## src/rtl/t03_mem_arbiter.sv

```systemverilog
// Two-port round-robin arbiter sharing one external memory bus between CPU (port 0) and a bus master (port 1).
// Latency: grant 1 cycle after the request is seen in IDLE; ack/rdata 0 cycles after mem_ack; IDLE again next cycle.
// Backpressure: requests are level, held until ack; the downstream paces completion with mem_ack.
//
// Ports:
//   clk, rst                         clock, asynchronous active-low reset
//   req_{read,write,addr,wdata}{0,1} requester ports (read+write together means write)
//   ack0/ack1, err0/err1, rdata      completion pulse, timeout flag and read data to the owner
//   mem_{read,write,addr,wdata}      registered downstream request, held for the whole grant
//   mem_rdata, mem_ack               downstream response
//   busy, owner                      grant outstanding, current or last granted port
//
// Optional feature: define T03_ARB_TIMEOUT_EN to build the busy-cycle watchdog
// (TIMEOUT_CYCLES busy cycles without mem_ack force an ack+err to the owner).

module t03_mem_arbiter #(
    parameter int ADDR_W         = 32,
    parameter int DATA_W         = 32,
    parameter int TIMEOUT_CYCLES = 255
) (
    input  logic              clk,
    input  logic              rst,
    input  logic              req_read0,
    input  logic              req_write0,
    input  logic [ADDR_W-1:0] req_addr0,
    input  logic [DATA_W-1:0] req_wdata0,
    input  logic              req_read1,
    input  logic              req_write1,
    input  logic [ADDR_W-1:0] req_addr1,
    input  logic [DATA_W-1:0] req_wdata1,
    output logic              ack0,
    output logic              ack1,
    output logic              err0,
    output logic              err1,
    output logic [DATA_W-1:0] rdata,
    output logic              mem_read,
    output logic              mem_write,
    output logic [ADDR_W-1:0] mem_addr,
    output logic [DATA_W-1:0] mem_wdata,
    input  logic [DATA_W-1:0] mem_rdata,
    input  logic              mem_ack,
    output logic              busy,
    output logic              owner
);

    typedef enum logic {
        S_IDLE = 1'b0,
        S_BUSY = 1'b1
    } state_t;

    state_t            state_q, state_d;
    logic              owner_q, owner_d;
    logic              last_q, last_d;
    logic              mem_read_q, mem_read_d;
    logic              mem_write_q, mem_write_d;
    logic [ADDR_W-1:0] mem_addr_q, mem_addr_d;
    logic [DATA_W-1:0] mem_wdata_q, mem_wdata_d;

    logic rq0, rq1, gnt1;
    logic in_busy, expire, done;

    assign rq0     = req_read0 | req_write0;
    assign rq1     = req_read1 | req_write1;
    // Port 1 wins if it is the only requester, or on a tie when port 0 was served last.
    assign gnt1    = rq1 & (~rq0 | ~last_q);
    assign in_busy = (state_q == S_BUSY);

`ifdef T03_ARB_TIMEOUT_EN
    localparam int CNT_CLOG = $clog2(TIMEOUT_CYCLES + 1);
    localparam int CNT_W    = (CNT_CLOG > 8) ? CNT_CLOG : 8;

    logic [CNT_W-1:0] cnt_q, cnt_d;

    // mem_ack in the expiry cycle takes precedence, so expiry requires no ack.
    assign expire = in_busy & ~mem_ack & (cnt_q == CNT_W'(TIMEOUT_CYCLES));

    // Held at zero while idle, which is equivalent to clearing on grant.
    always_comb begin
        cnt_d = cnt_q;
        if (!in_busy) begin
            cnt_d = '0;
        end else if (!mem_ack && !expire) begin
            cnt_d = cnt_q + 1'b1;
        end
    end

    always_ff @(posedge clk or negedge rst) begin
        if (!rst) begin
            cnt_q <= '0;
        end else begin
            cnt_q <= cnt_d;
        end
    end
`else
    logic unused_timeout;
    assign unused_timeout = (TIMEOUT_CYCLES != 0);
    assign expire         = 1'b0;
`endif

    assign done = in_busy & (mem_ack | expire);

    // Next-state: latch the winner's request on grant, release on completion.
    always_comb begin
        state_d     = state_q;
        owner_d     = owner_q;
        last_d      = last_q;
        mem_read_d  = mem_read_q;
        mem_write_d = mem_write_q;
        mem_addr_d  = mem_addr_q;
        mem_wdata_d = mem_wdata_q;
        case (state_q)
            S_IDLE: begin
                if (rq0 | rq1) begin
                    state_d = S_BUSY;
                    owner_d = gnt1;
                    last_d  = gnt1;
                    if (gnt1) begin
                        mem_write_d = req_write1;
                        mem_read_d  = req_read1 & ~req_write1;
                        mem_addr_d  = req_addr1;
                        mem_wdata_d = req_wdata1;
                    end else begin
                        mem_write_d = req_write0;
                        mem_read_d  = req_read0 & ~req_write0;
                        mem_addr_d  = req_addr0;
                        mem_wdata_d = req_wdata0;
                    end
                end
            end
            S_BUSY: begin
                // Requester inputs are deliberately ignored here, withdrawal included.
                if (mem_ack | expire) begin
                    state_d     = S_IDLE;
                    mem_read_d  = 1'b0;
                    mem_write_d = 1'b0;
                end
            end
            default: begin
                state_d = S_IDLE;
            end
        endcase
    end

    always_ff @(posedge clk or negedge rst) begin
        if (!rst) begin
            state_q     <= S_IDLE;
            owner_q     <= 1'b0;
            last_q      <= 1'b1;
            mem_read_q  <= 1'b0;
            mem_write_q <= 1'b0;
            mem_addr_q  <= '0;
            mem_wdata_q <= '0;
        end else begin
            state_q     <= state_d;
            owner_q     <= owner_d;
            last_q      <= last_d;
            mem_read_q  <= mem_read_d;
            mem_write_q <= mem_write_d;
            mem_addr_q  <= mem_addr_d;
            mem_wdata_q <= mem_wdata_d;
        end
    end

    // Completion is steered combinationally to the owner only.
    assign ack0      = done & ~owner_q;
    assign ack1      = done & owner_q;
    assign err0      = expire & ~owner_q;
    assign err1      = expire & owner_q;
    // Read data is forwarded only on a real mem_ack; a timeout returns zero.
    assign rdata     = (in_busy & mem_ack) ? mem_rdata : '0;
    assign mem_read  = mem_read_q;
    assign mem_write = mem_write_q;
    assign mem_addr  = mem_addr_q;
    assign mem_wdata = mem_wdata_q;
    assign busy      = in_busy;
    assign owner     = owner_q;

endmodule

```

## config.mk

```make
export PLATFORM = sky130hd
export DESIGN_NAME = t03_mem_arbiter
export DESIGN_NICKNAME = d
export VERILOG_FILES = /design/src/rtl/t03_mem_arbiter.sv
export SDC_FILE = /design/constraint.sdc
export NUM_CORES = 1
export LEC_CHECK = 0
export CAP_MARGIN = 25
export CORE_AREA = 2 2 106 108
export DETAILED_ROUTE_END_ITERATION = 8
export DIE_AREA = 0 0 108 110
export PLACE_DENSITY = 0.9
export SLEW_MARGIN = 30
export SYNTH_ARGS = -nofsm -noshare
export SYNTH_HDL_FRONTEND = slang
export SYNTH_SLANG_ARGS = --single-unit
```

## constraint.sdc

```tcl
create_clock -name clk -period 3.57 [get_ports clk]
set_input_delay 0.5355 -clock clk [delete_from_list [all_inputs] [get_ports clk]]
set_output_delay 0.5355 -clock clk [all_outputs]
set_load 0.05 [all_outputs]
```

# --- Word level (Yosys, flattened, before mapping) ---
# Index checks and enable logic that the tools add are counted.
classes:
  addsub: 0
  n_mul: 0
  div_mod_pow: 0
  magnitude_cmp: 0
  n_eq_ne: 2
  n_shift: 0
  muxes: 13
  n_bitwise: 16
  reduce_logical: 2
op_table:
  columns: ["op", "count"]
  rows:
  - ["two-way mux 32 bit", 3]
  - ["two-way mux 1 bit", 7]
  - ["AND 1 bit", 6]
  - ["inverter 1 bit", 6]
  - ["one-hot mux 1 bit (2 select lines)", 3]
  - ["inequality test 2 bit, second input constant", 2]
  - ["bitwise OR 1 bit", 4]
  - ["AND reduction 2 bit", 2]
word_totals:
  ff_bits: 69
  latchBits: 0
  mem_bits_rw: 0
  mem_bits_ro: 0
  output_inout_bits: 104
  memories: 0

# --- Logic depth before layout (Yosys ltp) ---
logic_depth:
  ltp_word: 7
  mapped_depth: 5
  ltp_nobuf: 3

# --- Worst setup path after synthesis ---
# No wires, ideal clock.
synth_path:
  kind: "reg-to-output"
  start: "register state_q (netlist: busy)"
  end: "output ack0"
  arrival_ns: 1.887
  required_time_ns: 3.034
  setup_slack_ns: 1.147
  stages_incl_launch_ff: 5
  path_cell_list: "dfrtp_1 -> clkbuf_1 -> clkbuf_1 -> nand2_1 -> nor2_1"
synth_via:
  elab_chain_cells: 2
synth_rtl:
  columns: ["item", "line", "text"]
  rows:
  - ["start, declared", "51", "state_t state_q, state_d;"]
  - ["start signal, assigned", "154", "state_q <= state_d;"]
  - ["AND 1 bit", "100", "assign done = in_busy & (mem_ack | expire);"]
  - ["AND 1 bit", "165", "assign ack0 = done & ~owner_q;"]
  - ["end, declared", "31", "output logic ack0,"]
# Every way passes these cells.

# --- Worst setup path in the final report ---
layout_path:
  start: "input mem_ack"
  end: "output ack0"
layout_via:
  elab_chain_cells: 2
layout_rtl:
  columns: ["item", "line", "text"]
  rows:
  - ["start, declared", "41", "input logic mem_ack,"]
  - ["AND 1 bit", "100", null]
  - ["AND 1 bit", "165", null]
# Every way passes these cells.

==> run summary <==
Share of the synthesized area in the top cell type - 0.4478
Post-CTS setup buffers - 0
Gr usage total - 0.2471
H-tree depth - 3
Clk pin slew, worst setup/hold paths - 70 ps
# hold bufs at CTS - 0
Fin crit share - 0.7931
Clk sink count - 69
Worst path most repeated cell - clkdlybuf4s50_1
Unrepaired setup endpoints after global routing - no
CORE AREA - 10700 µm²
VDD IR max - 0.3040 mV
Seq/Total Area, Yosys - 0.4547
PortBufs - 268
Post-synth EDFFs - 0
Clock skew - 3.411 ps
Fillers - 866
Clock root cell - clkbuf_8
Pins Over Slew Limit - 0
Mux cell area share after synthesis - 0.002634
Worst skew pair latency - 340 ps
Setup_tns - 0 ps
Cell Pwr Density - 533.8 nW/µm²
WL final - 15.23 mm
Async SR Flop Fraction - 1.000
Hold Crit Class - primary input to async pin
Die height - 110 µm
Top FF cell, synth - dfrtp_1
Synth Area in Adders - 0
Yosys reg bits - 69
Top post-synthesis cells by count - dfrtp_1, o21ai_0, a2bb2oi_1, a311oi_1, clkbuf_1
# rows - 38
First-pass GRT wire length - 22.85 mm
Achievable Freq - 353.2 MHz
Startpoint Class - primary input
Status - complete, no violations
Compound-Gate Fraction of Synth Area - 0.3978
Iter 0 DRT Violations - 393
Worst-path cell chain - clkdlybuf4s50_1 -> buf_4 -> nand2_1 -> nor2_1 -> clkdlybuf4s50_1
Synthesized area - 3800 µm²
Post-synth top area cell - dfrtp_1
Average size of a mapped cell - 10.05 µm²
Synth unique cells - 31
Final hold vios - 0
Count leader, synth - dfrtp_1
CP max-delay cell - clkdlybuf4s50_1
Max_cap viols - 0
Initial antenna violation count - 1
Final setup margin - 738.7 ps
Largest family of logic cells by synthesized area - compound AO/OA/AOI/OAI gates
Layout cells sized above 1 - 0.06494
Gates resized, CTS repair - 0
Vias per inst - 5.931
Post-detail-place hpwl - 10.69 mm
Worst-case clock buffer depth - 2
Die area - 11880 µm²
Synth area leaders - dfrtp_1, a2bb2oi_1, a311oi_1
Critical Path AT - 2300 ps
Worst-Margin Slew - 745.2 ps
Nets - 779
Io pins - 271
Chip width - 108 µm
Min Tclk post-route - 2831 ps
Simple-Gate Fraction of Synth Area - 0.07804
Critical path class - primary input to output pin
Crit path required time - 3030 ps
Ys Warns - 0
Routability cong. - 0.8119
Setup violators final - 0
Gr ovfl total - 0
N_diodes - 0
# DRC - 0
DP Worst Slack - 738.2 ps
Critical Path Fanout Max - 36
R2r worst-path depth - 4
Clock buffers created by TritonCTS - 9
Area growth from synthesis to layout - 76.69%
Post-Syn Instances - 378
Antenna viol nets, final - 0
Number of global-route vias before repair - 4441
Initial Utilization - 0.3552
Drt wl/cell - 20.15 µm
DRT Pass-1 Iters - 4
Largest net degree at the start of global routing - 70
Slew headroom - 0.5032
XOR/XNOR Fraction of Synth Area - 0
Worst stage delay on the critical path - 810 ps
Crit end category - output pin
Leak - 2.611 nW
CTS tree - done
Vias - 4484
==> per-stage QoR <==
| step | util | total power, W | std cells | hold slack, ps | area [µm²] |
|---|---|---|---|---|---|
| floorplan | - | 0.002181 | 379 | 239.9 | 3804 |
| global placement | 0.6081 | 0.002878 | 741 | 520.7 | 6505 |
| detailed placement | 0.6081 | 0.002914 | 741 | 524.2 | 6505 |
| CTS | 0.6273 | 0.003607 | 756 | 333.6 | 6710 |
| global route | 0.6276 | 0.003739 | 756 | 233.4 | 6714 |
| finish | 0.6276 | 0.003584 | 756 | 189.4 | 6714 |
==> metal layers <==
metal  global-route usage  vias to the layer above  wire, µm
met3              0.07349                       26      1406
met4              0.08516                        2       324
met2               0.4506                      271      7916
li1                     -                     1988         -
met5                    0                        -        13
met1               0.2748                     2197      5569
==> path summary, 6_finish.rpt <==
kind                            slack, ps       endpoint      start
worst max-delay path                  740           ack0    mem_ack
worst min-delay path                  190   mem_addr[18]        rst
worst max register to register       1370  mem_wdata[24]       busy
worst min register to register        540      mem_write  mem_write
max in group asynchronous            2880           busy        rst
min in group clk                      540      mem_write  mem_write
==> worst max-delay path: cells and delay by family <==
kind	cells	cell delay, ps
buf+inv	3	1530
simple gates	2	210
==> kinds of logic after synthesis <==
| family | after synthesis |
|---|---|
| AND/OR/NAND/NOR | 47 |
| multiplexers | 1 |
| other | 1 |
| AO/OA/AOI/OAI | 202 |
| buffers and inverters | 58 |
| flip-flops | 69 |
==> layout make-up <==
type,instances,area [µm²],area share
Clock inverter,4,73.82,0.01100
Timing Repair Buffer,279,2751,0.4098
Tap cell,140,175.2,0.02609
Multi-Input combinational cell,252,1847,0.2751
Inverter,1,3.754,0.0005591
Clock buffer,11,131.4,0.01957
Sequential cell,69,1732,0.2579
==> cell usage in the layout, fill, tap and decap left out <==
cell | netlist | layout
nor2b_1 | 1 | 1
o21ai_4 | 0 | 1
nand2_1 | 2 | 2
clkdlybuf4s50_1 | 0 | 261
clkbuf_1 | 37 | 2
and2_1 | 1 | 1
a32oi_1 | 1 | 1
nor2_4 | 0 | 2
nor2_1 | 2 | 1
clkinv_4 | 0 | 1
nor3_1 | 1 | 1
o21ai_0 | 65 | 65
bufinv_16 | 0 | 2
nand3_1 | 1 | 1
o21a_2 | 0 | 1
a2bb2oi_1 | 64 | 64
mux2i_1 | 1 | 1
or2_2 | 2 | 2
o211ai_1 | 1 | 1
buf_4 | 5 | 17
a21oi_1 | 1 | 1
a311oi_1 | 64 | 64
o31ai_1 | 1 | 1
o21ai_1 | 1 | 1
conb_1 | 1 | 2
clkbuf_8 | 0 | 9
dfstp_2 | 1 | 1
nor4_4 | 1 | 1
inv_1 | 1 | 1
dfrtp_4 | 0 | 1
dfrtp_1 | 68 | 67
nand2b_1 | 2 | 2
a21o_1 | 2 | 2
clkinv_2 | 0 | 1
and3_1 | 33 | 33
buf_6 | 0 | 1
==> where the power goes <==
part	total [W]	internal (W)	switching, W
clock	0.000681	0.000390	0.000290
combinational	0.00181	0.000709	0.00110
sequential	0.00109	0.000959	0.000131
==> registers in the layout, summed over array words and instances (netlist names) <==
register and flops:
owner 1, mem_read 1, mem_write 1, mem_wdata 32
mem_addr 32, last_q 1, busy 1
Note: power is estimated with default switching activity, not from simulation.
